**src/rtl/ann_layer_if.sv**
```systemverilog
// Request/result bundle for ann_layer: operand vectors, start/ready/done handshake and packed results.
interface ann_layer_if #(
  parameter int N  = 2,
  parameter int M  = 2,
  parameter int DW = 8
);
  logic              start;
  logic              relu_en;
  logic [N*DW-1:0]   InputVec;
  logic [M*N*DW-1:0] WeightVec;
  logic [M*DW-1:0]   BiasVec;
  logic [M*16-1:0]   Result;
  logic              ready;
  logic              done;

  modport master (
    output start, relu_en, InputVec, WeightVec, BiasVec,
    input  Result, ready, done
  );

  modport slave (
    input  start, relu_en, InputVec, WeightVec, BiasVec,
    output Result, ready, done
  );
endinterface

```
**src/rtl/ann_layer.sv**
```systemverilog
// Fully-connected neuron layer: M parallel signed MACs over N inputs, bias preload,
// 16-bit saturation and optional ReLU; one input element consumed per cycle.
module ann_layer #(
  parameter int N  = 2,
  parameter int M  = 2,
  parameter int DW = 8
) (
  input logic       clk,
  input logic       rst,
  ann_layer_if.slave bus
);
  localparam int AW = 2*DW + $clog2(N) + 1;
  localparam int EW = (AW > 17) ? AW : 17;
  localparam int IW = (N > 1) ? $clog2(N) : 1;
  localparam logic [IW-1:0]        LAST = IW'(N-1);
  localparam logic signed [EW-1:0] SMAX = EW'(32767);
  localparam logic signed [EW-1:0] SMIN = EW'(-32768);

  typedef enum logic [1:0] {IDLE, MAC, OUT} state_t;

  state_t                 state;
  logic [IW-1:0]          index;
  logic                   relu_r;
  logic                   ready_r;
  logic                   done_r;
  logic [M*16-1:0]        result_r;
  logic signed [DW-1:0]   x_r [N];
  logic signed [DW-1:0]   w_r [M][N];
  logic signed [AW-1:0]   acc [M];
  logic signed [2*DW-1:0] prod [M];
  logic signed [EW-1:0]   ext [M];
  logic [15:0]            sat [M];

  always_comb begin
    for (int unsigned j = 0; j < M; j++) begin
      prod[j] = x_r[index] * w_r[j][index];
      // Widen to at least 17 bits so the clamp bounds are representable for tiny DW/N.
      ext[j]  = EW'(acc[j]);
      if (ext[j] > SMAX)
        sat[j] = 16'h7FFF;
      else if (ext[j] < SMIN)
        sat[j] = 16'h8000;
      else
        sat[j] = ext[j][15:0];
    end
  end

  always_ff @(posedge clk) begin
    if (rst) begin
      state    <= IDLE;
      index    <= '0;
      relu_r   <= 1'b0;
      ready_r  <= 1'b1;
      done_r   <= 1'b0;
      result_r <= '0;
      for (int unsigned j = 0; j < M; j++) acc[j] <= '0;
    end else begin
      done_r <= 1'b0;
      unique case (state)
        IDLE: begin
          if (bus.start) begin
            for (int unsigned i = 0; i < N; i++)
              x_r[i] <= bus.InputVec[(N-1-i)*DW +: DW];
            for (int unsigned j = 0; j < M; j++) begin
              for (int unsigned i = 0; i < N; i++)
                w_r[j][i] <= bus.WeightVec[(M*N-1-(j*N+i))*DW +: DW];
              acc[j] <= AW'($signed(bus.BiasVec[(M-1-j)*DW +: DW]));
            end
            relu_r  <= bus.relu_en;
            index   <= '0;
            ready_r <= 1'b0;
            state   <= MAC;
          end
        end
        MAC: begin
          for (int unsigned j = 0; j < M; j++)
            acc[j] <= acc[j] + AW'(prod[j]);
          index <= index + 1'b1;
          if (index == LAST) state <= OUT;
        end
        OUT: begin
          for (int unsigned j = 0; j < M; j++)
            result_r[(M-1-j)*16 +: 16] <= (relu_r && sat[j][15]) ? '0 : sat[j];
          done_r  <= 1'b1;
          ready_r <= 1'b1;
          state   <= IDLE;
        end
        default: begin
          ready_r <= 1'b1;
          state   <= IDLE;
        end
      endcase
    end
  end

  assign bus.ready  = ready_r;
  assign bus.done   = done_r;
  assign bus.Result = result_r;
endmodule

```
**src/flat_wrapper.sv**
```systemverilog
// flat-port wrapper written by rule: the top's interface ports become plain ports
module ann_layer_flat 
#(
  parameter int N  = 2,
  parameter int M  = 2,
  parameter int DW = 8
)
  (clk, rst, bus_start, bus_relu_en, bus_InputVec, bus_WeightVec, bus_BiasVec, bus_Result, bus_ready, bus_done);
  ann_layer_if #(.N(N), .M(M), .DW(DW)) bus_i ();
  input logic clk;
  input logic rst;
  input wire logic [$bits(bus_i.start)-1:0] bus_start;
  input wire logic [$bits(bus_i.relu_en)-1:0] bus_relu_en;
  input wire logic [$bits(bus_i.InputVec)-1:0] bus_InputVec;
  input wire logic [$bits(bus_i.WeightVec)-1:0] bus_WeightVec;
  input wire logic [$bits(bus_i.BiasVec)-1:0] bus_BiasVec;
  output wire logic [$bits(bus_i.Result)-1:0] bus_Result;
  output wire logic [$bits(bus_i.ready)-1:0] bus_ready;
  output wire logic [$bits(bus_i.done)-1:0] bus_done;
  assign bus_i.start = bus_start;
  assign bus_i.relu_en = bus_relu_en;
  assign bus_i.InputVec = bus_InputVec;
  assign bus_i.WeightVec = bus_WeightVec;
  assign bus_i.BiasVec = bus_BiasVec;
  assign bus_Result = bus_i.Result;
  assign bus_ready = bus_i.ready;
  assign bus_done = bus_i.done;
  ann_layer #(.N(N), .M(M), .DW(DW)) u_core (.clk(clk), .rst(rst), .bus(bus_i));
endmodule
```
**config.mk**
```make
export PLATFORM = sky130hd
export DESIGN_NAME = ann_layer_flat
export DESIGN_NICKNAME = d
export VERILOG_FILES = /design/src/rtl/ann_layer_if.sv /design/src/rtl/ann_layer.sv /design/src/flat_wrapper.sv
export SDC_FILE = /design/constraint.sdc
export NUM_CORES = 1
export LEC_CHECK = 0
export ABC_AREA = 1
export ABC_CLOCK_PERIOD_IN_PS = 8100
export CORE_MARGIN = 5
export CORE_UTILIZATION = 60
export CTS_CLUSTER_SIZE = 28
export DETAILED_ROUTE_END_ITERATION = 16
export GPL_ROUTABILITY_DRIVEN = 0
export PLACE_DENSITY_LB_ADDON = 0.15
export SLEW_MARGIN = 10
export SYNTH_ARGS = -nofsm -noshare
export SYNTH_HDL_FRONTEND = slang
export SYNTH_SLANG_ARGS = --single-unit
```
**constraint.sdc**
```tcl
create_clock -name clk -period 8.1 [get_ports clk]
set_input_delay 0.81 -clock clk [delete_from_list [all_inputs] [get_ports clk]]
set_output_delay 0.81 -clock clk [all_outputs]
set_load 0.05 [all_outputs]
```
Word-level counts from Yosys, hierarchy flattened --
Memories as Yosys holds them, arrays and structs flattened. A register that Yosys moved wholly into a read port is not among the register bits. Index checks and enable logic that the tools add are counted.
Word-level totals: flip-flop bits (word level) 38, RAM bits 84, memories 3
Memories:
- u_core.acc | words 2, bits a word 18, read ports 2, clocked after memory_dff 0, write ports 2, RTL line ann_layer.sv:29 | logic signed [AW-1:0] acc [M];
- u_core.w_r | words 2, bits a word 16, read ports 2, clocked after memory_dff 0, write ports 2, RTL line ann_layer.sv:28 | logic signed [DW-1:0] w_r [M][N];
- u_core.x_r | words 2, bits a word 8, read ports 1, clocked after memory_dff 1, write ports 2, RTL line ann_layer.sv:27 | logic signed [DW-1:0] x_r [N];
Cells by class: add/sub/neg operators 3, $mul 2, order comparisons 5, eq/ne operators 4, muxes and demuxes 34, bitwise gates (word level) 6, reductions and logical operators 8
Operators with widths (number):
- 16-bit two-way mux | 6
- 18-bit two-way mux | 4
- 8-bit two-way mux | 6
- 18-bit by 16-bit adder with 18-bit output | 2
- 18-bit by 16-bit greater-than comparator with 1-bit output (second input constant) | 2
- 18-bit by 16-bit < comparator with 1-bit output (second input constant) | 2
- 8-bit by 8-bit multiplier with 16-bit output | 2
- 1-bit two-way mux | 13
- 2-bit AND reduction | 4
- 2-bit two-way mux | 2
- 1-bit OR | 4
- 1-bit case mux with 2 select lines | 2
- 2-bit case mux with 2 select lines | 1
- 2-bit by 1-bit == test with 1-bit output (second input constant) | 1
- 2-bit == test (second input constant) | 1
- 2-bit >= comparator (second input constant) | 1
- 1-bit logical AND | 2
- 2-bit zero test | 1
- 2-bit by 1-bit inequality test with 1-bit output (second input constant) | 1
- 2-bit inequality test (second input constant) | 1
- 1-bit inverter with 2-bit output | 1
- 2-bit nonzero test | 1
- 1-bit adder (second input constant) | 1
- 1-bit inverter | 1

Logic depth before layout (Yosys ltp) --
Gate-level depths: netlist of run 1.
word-level depth 7, gate-level depth with buffers 26, mapped depth without buffers 25

Least setup slack after synthesis of run 1 --
OpenSTA, ideal clock, no wires.
path kind register to register, start reg u_core.index, end mem u_core.acc[0][17] in the netlist's numbering (data pin), data arrival time 5330 ps, setup slack 2514 ps, cell stages (with the launch flop) 23, path buffers 2, period minus slack after synthesis 5586 ps, cells stage by stage dfxtp_1 buf_6 buf_6 o21ai_0 nor2_1 inv_1 fa_1 inv_1 fa_1 fa_1 fa_1 fa_1 ha_1 nand2_1 inv_2 nand2_1 nand2_1 nor2_2 nor2_1 nor2_1 nand3_1 nand3_1 nand2_1
RTL lines:
- from (decl) | RTL line ann_layer.sv:22 | logic [IW-1:0] index;
- from (signal assigned) | RTL line ann_layer.sv:78 | index <= index + 1'b1;
- to (decl) | RTL line ann_layer.sv:29

==> results of run 1 <==
kinds of logic (layout without fill, tap and decap cells):
logic type,Yosys count,after routing,synth area share (%)
flip-flops,123,123,28.6
multiplexers,7,7,0.671
XOR/XNOR,9,9,0.682
AO/OA/AOI/OAI,147,147,8.87
AND/OR/NAND/NOR,404,404,14.8
adder cells (fa/ha/maj),244,244,36.8
buffers and inverters,271,390,9.63
worst min path at each step:
stage | slack [ns] | cells past startpoint | startpoint | end
global route | 0.49 | 2 | u_core.bus.Result[21]$_SDFFE_PP0P_ | u_core.bus.Result[21]$_SDFFE_PP0P_
floorplan | 0.45 | 2 | u_core.relu_r$_SDFFE_PP0P_ | u_core.relu_r$_SDFFE_PP0P_
finish | 0.47 | 2 | u_core.bus.Result[12]$_SDFFE_PP0P_ | u_core.bus.Result[12]$_SDFFE_PP0P_
CTS | 0.47 | 2 | u_core.bus.Result[12]$_SDFFE_PP0P_ | u_core.bus.Result[12]$_SDFFE_PP0P_
detailed placement | 0.46 | 2 | u_core.bus.Result[12]$_SDFFE_PP0P_ | u_core.bus.Result[12]$_SDFFE_PP0P_
global placement | 0.45 | 2 | u_core.bus.Result[20]$_SDFFE_PP0P_ | u_core.bus.Result[20]$_SDFFE_PP0P_
per-stage QoR:
step / hold slack (ns) / setup slack [ns] / cell area [sq um] / std cells / utilization, %
final: 0.467 / 2.00 / 13400 / 1584 / 71.0
after global routing: 0.487 / 1.68 / 13400 / 1584 / 71.0
after CTS: 0.466 / 2.09 / 13400 / 1584 / 71.0
after detailed placement: 0.457 / 2.12 / 12800 / 1552 / 67.9
after global placement: 0.454 / 2.18 / 12800 / 1552 / 67.9
after floorplan: 0.447 / 2.51 / 11600 / 1205 / -
cell usage in the layout, fill, tap and decap left out, types with 14 or more instances in the layout:
cell type,n
nor2_1,118
a21oi_1,31
inv_1,234
nand3_1,31
clkbuf_16,17
edfxtp_1,84
fa_1,160
ha_1,84
o21ai_2,29
or2_2,15
a21oi_2,20
dfxtp_1,39
clkdlybuf4s50_1,100
o21ai_0,27
nand2_1,217
o21ai_1,14
state kept, by name (all words and copies together), names as in the netlist, named ones only:
register	cells
u_core.bus.ready	1
u_core.relu_r	1
u_core.state	2
u_core.acc	36
u_core.bus.done	1
u_core.x_r	16
u_core.w_r	32
u_core.bus.Result	32
u_core.index	1
worst register-to-register path, cell delays in order, from the launching register on:
cell,delay (ns)
dfxtp_1,0.91
inv_2,0.21
or2_2,0.33
o21ai_1,0.32
nor2_1,0.16
fa_1,0.56
inv_1,0.14
fa_1,0.55
inv_1,0.07
fa_1,0.51
fa_1,0.50
ha_1,0.31
ha_1,0.37
nand2_1,0.11
nor2_1,0.23
nand3_1,0.16
nand3_1,0.15
a21oi_1,0.07
o21ai_1,0.09
nand2_1,0.09
area by class of cell:
cell class	count	share of cell area, %
Multi-Input combinational cell	811	53.4
Sequential cell	123	24.7
Timing Repair Buffer	111	8.08
Inverter	247	6.94
Clock buffer	17	3.18
Tap cell	260	2.43
Clock inverter	15	1.23
layer usage:
| layer | track usage [%] | wire, um |
|---|---|---|
| met2 | 46.4 | 13800 |
| met3 | 5.26 | 1790 |
| met1 | 31.8 | 10700 |
| met5 | 0 | 0 |
| met4 | 10.2 | 985 |
==> reports/results.ini, run 1 <==
[cts]
cts_hold_buf=0
h-tree-depth=4
clk_pin_slew_worst_paths_ns=0.06
post_cts_buffers=0
cts_buffer_depth=2
cts_sinks=123
cts-root-buf=clkbuf_16
cts_buffers=17
cts_tree=built
insertion_delay_ns=0.44
cts_resized=0

[die]
dieArea_sq_um=22100
io_pins=102
die_h_um=149
rows=50
core_area_sq_um=18800
die_x_um=149
floorplan.initialDensity_pct=61.4

[worst_setup_path]
crit_buf_inv=3
cp.depth=19
worst_ep_required_time_ns=8.26
endpoint=u_core.acc[0][15]$_DFFE_PP_
cp_data_arrival_time_ns=6.27
crit_family=adder cells
start_kind=register
slowest_delay_ns=0.91
r2r-start=u_core.index$_SDFFE_PP0P_
timing.critical_path.cells=inv_2 -> or2_2 -> o21ai_1 -> nor2_1 -> fa_1 -> inv_1 -> fa_1 -> inv_1 -> fa_1 -> fa_1 -> ha_1 -> ha_1 -> nand2_1 -> nor2_1 -> nand3_1 -> nand3_1 -> a21oi_1 -> o21ai_1 -> nand2_1
r2r-end=u_core.acc[0][15]$_DFFE_PP_
reg2reg_slack_ns=2.00
r2r_cells=19
cpMaxStageDelayCell=dfxtp_1
cp_max_fo=20
end_kind=register
crit_top_cell=fa_1
path_class=register to register
crit_start=u_core.index$_SDFFE_PP0P_

[cells_and_area]
nets=1623
layout-drive-gt1-share_pct=10.0
fillCellCount=1409
area_growth_syn_to_layout_pct=15.7
multi_input_area_sq_um=7150
diodes=0
register_area_sq_um=3300

[sta]
finalClockSkew_ns=0.00897
slew_headroom_pct=22.0
tightest_slew_ns=1.17
finalHoldViolCount=0
rsz0062_at_grt=no
max_freq_mhz=164
period_share_pct=75.4
setup_viol=0
drv_slew=0
tns_ns=0
fin_crit_ns=6.10

[synthesis]
synth_flop_cell=edfxtp_1
yosysMostFrequentCell=inv_1
ys_top_cells_by_count=234 x inv_1, 217 x nand2_1, 160 x fa_1, 118 x nor2_1
synth_top_area_share_pct=27.7
postSynthAreaPerCell_sq_um=9.59
syn-cell-area_sq_um=11600
synth_edf_count=84
ys_seq_elements=123
syn_inst=1205
synth.distinct_cells=44
async_flop_share_pct=0
synth.area.top_cells=fa_1 28%, edfxtp_1 22%, ha_1 9.1%, inv_1 7.6%, nand2_1 7.0%
synth_warnings=0
yosysSeqAreaShare_pct=28.6
synth_nets=1517
yosysTopAreaCell=fa_1

[drt]
dr.pass1.iters=5
drc=0
final_antenna_net_count=0
vias=8474
wirelength_um=27300
drt_iter0_drc=458
drt-wirelength-per-cell_um=17.2
vias_per_cell=5.35

[hold_path]
hold_class=register to register

[global_routing]
grt_overflow=0
grtUsageTotal_pct=26.3
antenna_found_initial=0
grt_pass1_vias=9174
grt_pass1_wl_um=45100
grt_max_degree=66

[placement]
dp_hpwl_um=21100
io_buffers=101

[flow_run]
cap_violations=0

[run_status]
outcome=finished, final reports clean

Power of run 1 is left out: the tool's default activity adds up to more than one toggle a clock period on the data nets, which glitch-free logic cannot reach.
==> run 2, diff against run 1 <==
--- a/config.mk
+++ b/config.mk
@@ -6,7 +6,7 @@
 export NUM_CORES = 1
 export LEC_CHECK = 0
 export ABC_AREA = 1
-export ABC_CLOCK_PERIOD_IN_PS = 8100
+export ABC_CLOCK_PERIOD_IN_PS = 6010
 export CORE_MARGIN = 5
 export CORE_UTILIZATION = 60
 export CTS_CLUSTER_SIZE = 28
==> constraint.sdc (replaced) <==
create_clock -name clk -period 6.01 [get_ports clk]
set_input_delay 0.601 -clock clk [delete_from_list [all_inputs] [get_ports clk]]
set_output_delay 0.601 -clock clk [all_outputs]
set_load 0.05 [all_outputs]
==> run 2 against run 1 <==
Compared with the run above: critical path type unchanged; routed wire length rose by 3.9%; core utilization increased by 0.43 points; cell area rose by 0.60%.
==> reports/results.ini, run 2 (synthesis gave the netlist of run 1 again) <==
[cts]
cts_buffer_depth=2  ; unchanged
post_cts_buffers=0  ; unchanged
cts-root-buf=clkbuf_16
clk_pin_slew_worst_paths_ns=0.06  ; about the same
insertion_delay_ns=0.45  ; about the same
cts_buffers=17  ; unchanged
cts_sinks=123  ; unchanged
cts_hold_buf=0  ; unchanged
cts_tree=built
cts_resized=0  ; unchanged
h-tree-depth=4  ; unchanged

[worst_setup_path]
start_kind=register
crit_family=adder cells
slowest_delay_ns=0.55  ; -0.36 ns
timing.critical_path.cells=buf_4 -> nand2_1 -> o21ai_0 -> buf_4 -> nor2_1 -> inv_1 -> fa_1 -> inv_1 -> fa_1 -> fa_1 -> fa_1 -> fa_1 -> ha_1 -> nand2_1 -> inv_2 -> nand2_1 -> nand2_1 -> nor2_2 -> nor2_1 -> nor2_1 -> nand3_1 -> nand3_1 -> nand2_1
worst_ep_required_time_ns=6.20  ; -2.06 ns
end_kind=register
cp_max_fo=10  ; -50%
cpMaxStageDelayCell=fa_1
crit_buf_inv=5  ; +2
path_class=register to register
cp.depth=23  ; +4
cp_data_arrival_time_ns=5.83  ; -0.44 ns
r2r_cells=23  ; +4

[cells_and_area]
fillCellCount=1382  ; -1.9%
nets=1634  ; +0.68%
layout-drive-gt1-share_pct=11.1  ; +1.0 points
register_area_sq_um=3300  ; about the same
final_util_pct=71.5  ; +0.43 points
largest_reg_flops=36  ; unchanged
diodes=0  ; unchanged
multi_input_area_sq_um=7160  ; +0.12%
final_cell_mix=234 x inv_1, 217 x nand2_1, 160 x fa_1
final_common_cell=inv_1
area_growth_syn_to_layout_pct=16.4
regMostFlops=u_core.acc

[flow_run]
cap_violations=0  ; unchanged

[drt]
dr.pass1.iters=5  ; unchanged
drc=0  ; unchanged
vias=8535  ; +0.72%
wirelength_um=28300  ; +3.9%
drt_iter0_drc=552  ; +21%
vias_per_cell=5.35  ; about the same
final_antenna_net_count=0  ; unchanged
drt-wirelength-per-cell_um=17.7  ; +3.1%

[die]
core_area_sq_um=18800  ; unchanged
rows=50  ; unchanged
die_x_um=149  ; unchanged
floorplan.initialDensity_pct=61.4  ; unchanged
die_h_um=149  ; unchanged
dieArea_sq_um=22100  ; unchanged
io_pins=102  ; unchanged

[sta]
rsz0062_at_grt=no
tightest_slew_ns=1.12  ; -0.0521 ns
max_freq_mhz=177  ; +8.2%
tns_ns=0  ; unchanged
drv_slew=0  ; unchanged
period_share_pct=93.8  ; +18 points
postLayoutSetupSlackWorst_ns=0.370  ; -1.63 ns
slew_headroom_pct=25.5  ; +3.5 points
setup_viol=0  ; unchanged
finalClockSkew_ns=0.0153  ; +0.00632 ns
fin_crit_ns=5.64  ; -0.465 ns
finalHoldViolCount=0  ; unchanged
worst_hold_slack_ns=0.464  ; -0.00261 ns

[global_routing]
grt_pass1_wl_um=46400  ; +3.0%
antenna_found_initial=0  ; unchanged
grtUsageTotal_pct=27.2  ; +0.92 points
grt_pass1_vias=9116  ; -0.63%
grt_max_degree=43  ; -35%
grt_overflow=0  ; unchanged

[run_status]
outcome=finished, final reports clean

[placement]
dp_hpwl_um=21900  ; +3.7%
io_buffers=101  ; unchanged
post-place-ws_ns=0.393  ; -1.73 ns

[hold_path]
hold_depth=2  ; unchanged
hold_class=register to register

-- run 2: final timing paths --
kind                                        endpoint                               start  slack [ns]
setup / recovery         u_core.acc[0][17]$_DFFE_PP_                            register        0.37
hold / removal    u_core.bus.Result[17]$_SDFFE_PP0P_  u_core.bus.Result[17]$_SDFFE_PP0P_        0.46
setup reg to reg         u_core.acc[0][17]$_DFFE_PP_                            register        0.37
hold reg to reg   u_core.bus.Result[17]$_SDFFE_PP0P_  u_core.bus.Result[17]$_SDFFE_PP0P_        0.46
-- run 2: cell type report --
class / instances / share of cell area, %
timing repair buffer: 122 / 8.65
inverter: 247 / 6.90
multi-input combinational: 811 / 53.2
clock inverter: 15 / 1.13
sequential: 123 / 24.6
clock buffer: 17 / 3.16
tap: 260 / 2.42
-- run 2: layer usage --
layer  global-route usage (%)  part of all wire [%]  routed length (um)
met5                        0                     0                   0
met4                     12.6                   4.3                1210
met3                     5.83                   6.3                1790
met2                     47.2                    51               14300
met1                     32.4                    39               11000
-- run 2: per-stage QoR --
| stage | area, sq um | std cells |
|---|---|---|
| finish | 13500 | 1595 |
| global route | 13500 | 1595 |
| CTS | 13400 | 1595 |
| detailed placement | 12900 | 1563 |
| global placement | 12900 | 1563 |
| floorplan | 11600 | 1205 |
-- run 2: tightest hold or removal path, delay by kind of cell, from the launching register on --
family / cells / cell delay (ns)
AND/OR/NAND/NOR: 1 / 0.06
AO/OA/AOI/OAI: 1 / 0.06
flip-flops: 1 / 0.31
Power of run 2 is left out for the same reason.
==> run 3, diff against run 2 <==
==> constraint.sdc (replaced) <==
create_clock -name clk -period 6.01 [get_ports clk]
set_input_delay 1.202 -clock clk [delete_from_list [all_inputs] [get_ports clk]]
set_output_delay 1.202 -clock clk [all_outputs]
set_load 0.05 [all_outputs]
==> run 3 against run 2 <==
Compared with the run above: critical path depth is 1 lower; die area unchanged; via count increased by 0.52%; routed wire length down 1.7%; clock-buffer cell count rose by 1; sequential cell count unchanged; largest cell class unchanged.
==> reports/results.ini, run 3 (synthesis gave the netlist of run 1 again) <==
[run_status]
outcome=finished, final reports clean

[cells_and_area]
final_cell_mix=234 x inv_1, 217 x nand2_1, 160 x fa_1
final_area_sq_um=13500  ; +0.11%
final_common_cell=inv_1
largest_reg_flops=36  ; unchanged
regMostFlops=u_core.acc
layout-drive-gt1-share_pct=10.9  ; -0.15 points
register_area_sq_um=3300  ; about the same
nets=1634  ; unchanged
fillCellCount=1382  ; unchanged
area_growth_syn_to_layout_pct=16.5
multi_input_area_sq_um=7150  ; about the same
diodes=0  ; unchanged

[cts]
clk_pin_slew_worst_paths_ns=0.06  ; about the same
cts_tree=built
insertion_delay_ns=0.43  ; -0.02 ns
cts_buffers=17  ; unchanged
h-tree-depth=4  ; unchanged
cts_sinks=123  ; unchanged
post_cts_buffers=0  ; unchanged
cts_buffer_depth=2  ; unchanged
cts-root-buf=clkbuf_16
cts_resized=0  ; unchanged
cts_hold_buf=0  ; unchanged

[global_routing]
met3_usage_pct=4.80  ; -1.0 points
gr-usage-met2_pct=46.6  ; -0.64 points
grtUsageTotal_pct=26.9  ; -0.28 points
gr-usage-met1_pct=34.1  ; +1.7 points
antenna_found_initial=0  ; unchanged
grt_pass1_wl_um=46200  ; -0.52%
grt_overflow=0  ; unchanged
grt_busiest_layer=met2
grt_max_degree=48  ; +12%
grt_pass1_vias=9032  ; -0.92%

[worst_setup_path]
cp_max_fo=10  ; unchanged
start_kind=register
r2r_cells=22  ; -4.3%
worst_ep_required_time_ns=6.19  ; about the same
end_kind=register
cp_data_arrival_time_ns=5.83  ; about the same
path_class=register to register

[sta]
drv_slew=0  ; unchanged
setup_viol=0  ; unchanged
rsz0062_at_grt=no
period_share_pct=94.1  ; +0.30 points
slew_headroom_pct=25.9  ; +0.46 points
tightest_slew_ns=1.11  ; -0.00684 ns
fin_crit_ns=5.66  ; +0.0182 ns
max_freq_mhz=177  ; -0.32%
finalClockSkew_ns=0.0109  ; -0.00443 ns
tns_ns=0  ; unchanged
finalHoldViolCount=0  ; unchanged

[drt]
drt-wirelength-per-cell_um=17.5  ; -1.7%
wirelength_um=27800  ; -1.7%
final_antenna_net_count=0  ; unchanged
vias_per_cell=5.38  ; +0.52%
drc=0  ; unchanged
vias=8579  ; +0.52%
dr.pass1.iters=5  ; unchanged
drt_iter0_drc=629  ; +14%

[die]
io_pins=102  ; unchanged
dieArea_sq_um=22100  ; unchanged
rows=50  ; unchanged
die_h_um=149  ; unchanged
core_area_sq_um=18800  ; unchanged
floorplan.initialDensity_pct=61.4  ; unchanged
die_x_um=149  ; unchanged

[flow_run]
cap_violations=0  ; unchanged

[placement]
dp_hpwl_um=21600  ; -1.5%
post_dp_cell_area_sq_um=12900  ; unchanged
io_buffers=101  ; unchanged

[hold_path]
hold_class=register to register
hold_depth=2  ; unchanged

-- run 3: area by class of cell --
| cell class | instances | share of cell area (%) |
|---|---|---|
| Timing Repair Buffer | 122 | 8.64 |
| Tap cell | 260 | 2.41 |
| Multi-Input combinational cell | 811 | 53.1 |
| Sequential cell | 123 | 24.5 |
| Inverter | 247 | 6.89 |
| Clock buffer | 18 | 3.26 |
| Clock inverter | 14 | 1.18 |
-- run 3: through the flow --
| stage | cells | hold slack [ns] | utilization (%) | setup WS (ns) |
|---|---|---|---|---|
| 2_1_floorplan | 1205 | 0.447 | - | 0.424 |
| 3_3_place_gp | 1563 | 0.456 | 68.3 | 0.528 |
| 3_5_place_dp | 1563 | 0.457 | 68.3 | 0.352 |
| 4_1_cts | 1595 | 0.467 | 71.5 | 0.345 |
| 5_1_grt | 1595 | 0.486 | 71.5 | 0.0590 |
| 6_report | 1595 | 0.465 | 71.5 | 0.352 |
-- run 3: worst max-delay path: stages, from the launching register on --
cell and delay, ns:
dfxtp_1 0.54, inv_2 0.15, or2_2 0.29, o21ai_1 0.31
inv_1 0.14, nand2_1 0.11, fa_1 0.46, fa_1 0.49
inv_1 0.06, fa_1 0.51, fa_1 0.53, fa_1 0.49
ha_1 0.36, nand2_1 0.18, inv_2 0.04, nand2_1 0.06
nand2_1 0.08, nor2_2 0.17, nor2_1 0.06, nor2_1 0.15
nand3_1 0.09, nand3_1 0.09, nand2_1 0.05
-- run 3: metal layers --
metal | share of wire, % | wire length [um]
met2 | 50 | 13900
met4 | 3.7 | 1040
met5 | 0 | 0
met1 | 39 | 10800
met3 | 7.4 | 2060
-- run 3: worst paths after layout --
check / start / endpoint / slack (ns)
worst min-delay path: u_core.bus.Result[17]$_SDFFE_PP0P_ / u_core.bus.Result[17]$_SDFFE_PP0P_ / 0.46
worst max-delay path: u_core.index$_SDFFE_PP0P_ / u_core.acc[0][17]$_DFFE_PP_ / 0.35
worst min register to register: u_core.bus.Result[17]$_SDFFE_PP0P_ / u_core.bus.Result[17]$_SDFFE_PP0P_ / 0.46
worst max register to register: u_core.index$_SDFFE_PP0P_ / u_core.acc[0][17]$_DFFE_PP_ / 0.35
Power of run 3 is left out for the same reason.
